<file path="config.mk">
export PLATFORM = sky130hd
export DESIGN_NAME = mem_port_arbiter
export DESIGN_NICKNAME = d
export VERILOG_FILES = /design/src/rtl/mem_port_arbiter_pkg.sv /design/src/rtl/mem_port_arbiter_rr_pick2.sv /design/src/rtl/mem_port_arbiter.sv
export SDC_FILE = /design/constraint.sdc
export NUM_CORES = 1
export LEC_CHECK = 0
export CAP_MARGIN = 10
export CELL_PAD_IN_SITES_DETAIL_PLACEMENT = 1
export CELL_PAD_IN_SITES_GLOBAL_PLACEMENT = 1
export CORE_UTILIZATION = 40
export DETAILED_ROUTE_END_ITERATION = 8
export PLACE_DENSITY = 0.81
export SYNTH_ARGS = -nofsm -noshare
export SYNTH_HDL_FRONTEND = slang
export SYNTH_HIERARCHICAL = 1
export SYNTH_SLANG_ARGS = --single-unit
</file>
<file path="constraint.sdc">
create_clock -name clk -period 3.1 [get_ports clk]
set_input_delay 0.465 -clock clk [delete_from_list [all_inputs] [get_ports clk]]
set_output_delay 0.465 -clock clk [all_outputs]
set_load 0.02 [all_outputs]
</file>
<file path="src/rtl/mem_port_arbiter_pkg.sv">
// Shared encodings for the memory-port sequencer: FSM states and mux select polarity.
package mem_port_arbiter_pkg;

    typedef enum logic [1:0] {
        IDLE  = 2'd0,
        ISSUE = 2'd1,
        WAIT  = 2'd2
    } state_t;

    localparam logic SEL_A = 1'b1;
    localparam logic SEL_B = 1'b0;

endpackage

</file>
<file path="src/rtl/mem_port_arbiter_rr_pick2.sv">
// Combinational two-way round-robin picker: on a tie, the side not served last wins.
module rr_pick2 (
    input  logic req_a,
    input  logic req_b,
    input  logic last_a,
    output logic pick_a,
    output logic any
);

    assign any    = req_a | req_b;
    assign pick_a = req_a & (~req_b | ~last_a);

endmodule

</file>
<file path="src/rtl/mem_port_arbiter.sv">
// Shared memory port sequencer: arbitrates LSU (A) vs fetch (B), strobes the memory once,
// and times the fixed read latency to return a completion pulse to the owner.
module mem_port_arbiter
    import mem_port_arbiter_pkg::*;
#(
    parameter int MEM_LAT = 2,
    parameter int CNT_W   = 3
) (
    input  logic clk,
    input  logic rst_n,
    input  logic req_a,
    input  logic req_b,
    output logic gnt_a,
    output logic gnt_b,
    output logic done_a,
    output logic done_b,
    output logic sel,
    output logic mem_en,
    output logic busy
);

    localparam logic [CNT_W-1:0] CNT_LOAD = CNT_W'(MEM_LAT - 1);
    localparam logic [CNT_W-1:0] CNT_ONE  = CNT_W'(1);

    state_t           state, state_nx;
    logic [CNT_W-1:0] cnt, cnt_nx;
    logic             last_a, last_a_nx;
    logic             sel_nx, gnt_a_nx, gnt_b_nx, done_a_nx, done_b_nx, mem_en_nx, busy_nx;
    logic             pick_a, any;

    rr_pick2 u_pick (
        .req_a  (req_a),
        .req_b  (req_b),
        .last_a (last_a),
        .pick_a (pick_a),
        .any    (any)
    );

    // NOTE: state uses non-blocking assignments so every register samples pre-edge values.
    always_ff @(posedge clk) begin
        if (!rst_n) begin
            state  <= IDLE;
            cnt    <= '0;
            last_a <= 1'b0;
            sel    <= SEL_B;
            gnt_a  <= 1'b0;
            gnt_b  <= 1'b0;
            done_a <= 1'b0;
            done_b <= 1'b0;
            mem_en <= 1'b0;
            busy   <= 1'b0;
        end else begin
            state  <= state_nx;
            cnt    <= cnt_nx;
            last_a <= last_a_nx;
            sel    <= sel_nx;
            gnt_a  <= gnt_a_nx;
            gnt_b  <= gnt_b_nx;
            done_a <= done_a_nx;
            done_b <= done_b_nx;
            mem_en <= mem_en_nx;
            busy   <= busy_nx;
        end
    end

    // Outputs are computed one cycle ahead so they come straight from flops.
    always_comb begin
        // NOTE: every output gets a default first so no path leaves it unassigned (no latches).
        state_nx  = state;
        cnt_nx    = cnt;
        last_a_nx = last_a;
        sel_nx    = sel;
        gnt_a_nx  = gnt_a;
        gnt_b_nx  = gnt_b;
        busy_nx   = busy;
        done_a_nx = 1'b0;
        done_b_nx = 1'b0;
        mem_en_nx = 1'b0;

        case (state)
            ISSUE: begin
                state_nx  = WAIT;
                done_a_nx = gnt_a && (cnt == '0);
                done_b_nx = gnt_b && (cnt == '0);
            end
            WAIT: begin
                if (cnt == '0) begin
                    state_nx = IDLE;
                    gnt_a_nx = 1'b0;
                    gnt_b_nx = 1'b0;
                    busy_nx  = 1'b0;
                end else begin
                    cnt_nx    = cnt - CNT_ONE;
                    done_a_nx = gnt_a && (cnt == CNT_ONE);
                    done_b_nx = gnt_b && (cnt == CNT_ONE);
                end
            end
            default: begin  // IDLE, and the unused encoding recovers here too
                gnt_a_nx = 1'b0;
                gnt_b_nx = 1'b0;
                busy_nx  = 1'b0;
                if (any) begin
                    state_nx  = ISSUE;
                    cnt_nx    = CNT_LOAD;
                    last_a_nx = pick_a;
                    sel_nx    = pick_a ? SEL_A : SEL_B;
                    gnt_a_nx  = pick_a;
                    gnt_b_nx  = ~pick_a;
                    mem_en_nx = 1'b1;
                    busy_nx   = 1'b1;
                end
            end
        endcase
    end

endmodule

</file>
==> reports/metrics.cfg <==
[clock_network]
cts_sinks = 12
clock_latency_ns = 0.28
ctsResizeCount = 0
htreeDepth = 1
cts_tree = built
cts_setup_buffers = 0
cts_buffers = 3
clkTransAtPathRegs_ns = 0.09
cts_hold_buf = 0
ctsRootBufferMaster = clkbuf_4
clockBufferDepth = 2

[timing]
period_share_pct = 55.6
setup_viol = 0
slew_headroom_pct = 64.7
fin_skew_ns = 0.00709
fin_setup_tns_ns = 0
finalHoldViolCount = 0
min_period_ns = 1.72
hold-worst-slack_ns = 0.458
max_freq_mhz = 580
tightest_slew_ns = 0.530
finalMaxSlewViolations = 0
rsz0062_at_grt = false

[detailed_routing]
ant_nets = 0
dr.pass1.iters = 4
avgRoutedWirePerCell_um = 13.6
detail_route.iter0.violations = 6
routed_wl_um = 1280
via_count = 520
route.detailed.drc = 0
routed_via_density = 5.53

[yosys]
yosysTopAreaCell = dfxtp_1
synth_most_common_cell = dfxtp_1
syn_inst = 67
ys_seq_elements = 12
synth-edff-count = 0
syn_area_sq_um = 633
synth_top_cells_by_area = dfxtp_1, ha_1, mux2i_1
synth_fp_nets = 76
synth_top_flop_cell = dfxtp_1
synth_xor_area_share_pct = 0
synth_adder_area_share_pct = 9.88
synth_compound_area_share_pct = 19.8
ys_async_sr_fraction_pct = 0
yosysSeqAreaShare_pct = 37.9
synth_mux_area_share_pct = 4.74
synth_top_family_by_area = simple AND/OR/NAND/NOR gates
yosysTopAreaCellShare_pct = 37.9
synthSimpleGateAreaFrac_pct = 21.5
yosysUniqueCellTypes = 30
yosysWarnings = 6
syn_area_per_cell_sq_um = 9.45
synth_common_cells = dfxtp_1, nand2_1, inv_1, a21oi_1, ha_1

[layout]
register_area_sq_um = 240
multi_input_area_sq_um = 354
final_util_pct = 56.1
syn2layout_area_growth_pct = 22.5
drive_gt1_share_pct = 15.2
num_antenna_cells = 0
final_cells = 94
fillers = 155
nNetsFinal = 89

[power]
power_frac_seq_pct = 33.1
p_per_area_nw_per_um2 = 848
swShare_pct = 39.1
internal-power_mw = 0.400
p_clk_share_pct = 19.8
leakage_nw = 0.344
netSwitchingPower_mw = 0.258
irDropWorstVdd_mv = 0.481
combPwrFrac_pct = 47.1

[floorplan]
die_w_um = 41.8
start_util_pct = 45.8
die_y_um = 41.8
fp.dieArea_sq_um = 1750
ios = 11
fp.coreArea_sq_um = 1380
row_count = 13

[setup_path]
cpMaxStageDelayCell = clkdlybuf4s50_1
required_ns = 2.63
critical_path_class = reg2out
path_max_fanout = 3
critPathTopFamily = buffers and inverters
worst-endpoint-arrival_ns = 1.26
cp_num_buf_inv = 1
cp_cell_sequence = clkdlybuf4s50_1
critPathLaunchType = register
max_stage_delay_ns = 0.61
endpoint_kind = output pin

[grt]
antenna_found_initial = 0
overflow = 0
grt_pass1_vias = 517
grt_usage_pct = 16.4
grt_max_degree = 12
grt_pass1_wl_um = 2150

[job]
maxCapViolations = 0

[min_path]
hold_path_class = reg2reg

[placement]
io_buffers = 10
place_hpwl_um = 974
dp.cells = 90
gp_routability_congestion = 0.746

[status]
status = completed

## registers in the layout (all words and copies together) (netlist names)
name    flops
sel         1
gnt_a       1
gnt_b       1
done_a      1
done_b      1
busy        1
mem_en      1
state       2
cnt         3
## layout by cell type, fill, tap and decap left out, types with 2 or more instances in the layout
master / instances
o21ai_1: 2
nand3_1: 2
a22o_1: 2
clkbuf_4: 3
dfxtp_1: 12
mux2i_1: 3
inv_1: 6
ha_1: 5
nand2_1: 8
clkdlybuf4s50_1: 10
a21oi_1: 5
and2_1: 2
## cell families after synthesis
| logic type | after synthesis |
|---|---|
| muxes | 3 |
| and+or+nand+nor | 22 |
| buffers and inverters | 9 |
| DFF | 12 |
| AOI/OAI and AO/OA | 16 |
| adders and majority gates | 5 |
## power by group through the flow
stage	sequential, mW	clock [mW]	combinational, mW
4_1_cts	0.218	0.132	0.313
3_3_place_gp	0.219	0	0.303
6_report	0.218	0.130	0.310
5_1_grt	0.222	0.139	0.338
2_1_floorplan	0.241	0	0.204
3_5_place_dp	0.222	0	0.312
## metal layers
metal	vias to the layer above	track usage (%)	wire, um
li1	257	-	-
met1	249	17.1	595
met5	-	0	0
met4	0	11.6	40
met3	5	3.91	33
met2	9	28.4	615
## through the flow
stage | total power [mW] | setup WS [ns] | cell area [sq um]
finish | 0.658 | 1.38 | 776
global route | 0.700 | 1.34 | 776
CTS | 0.663 | 1.38 | 776
detailed placement | 0.534 | 1.36 | 739
global placement | 0.522 | 1.38 | 739
floorplan | 0.446 | 1.71 | 633
## worst paths after layout
check	startpoint	endpoint	slack, ns	cells after the start
min	busy	busy	0.46	1
min reg2reg	busy	busy	0.46	1
max reg2reg	state[0]	done_b	1.48	5
max	sel	sel	1.38	1
## layout make-up
cell class	count	area share, %
inverter	7	3.39
tap	15	2.42
clock buffer	4	4.68
multi-input combinational	46	45.6
sequential	12	31.0
timing repair buffer	10	12.9
Note: power is estimated with default switching activity, not from simulation.
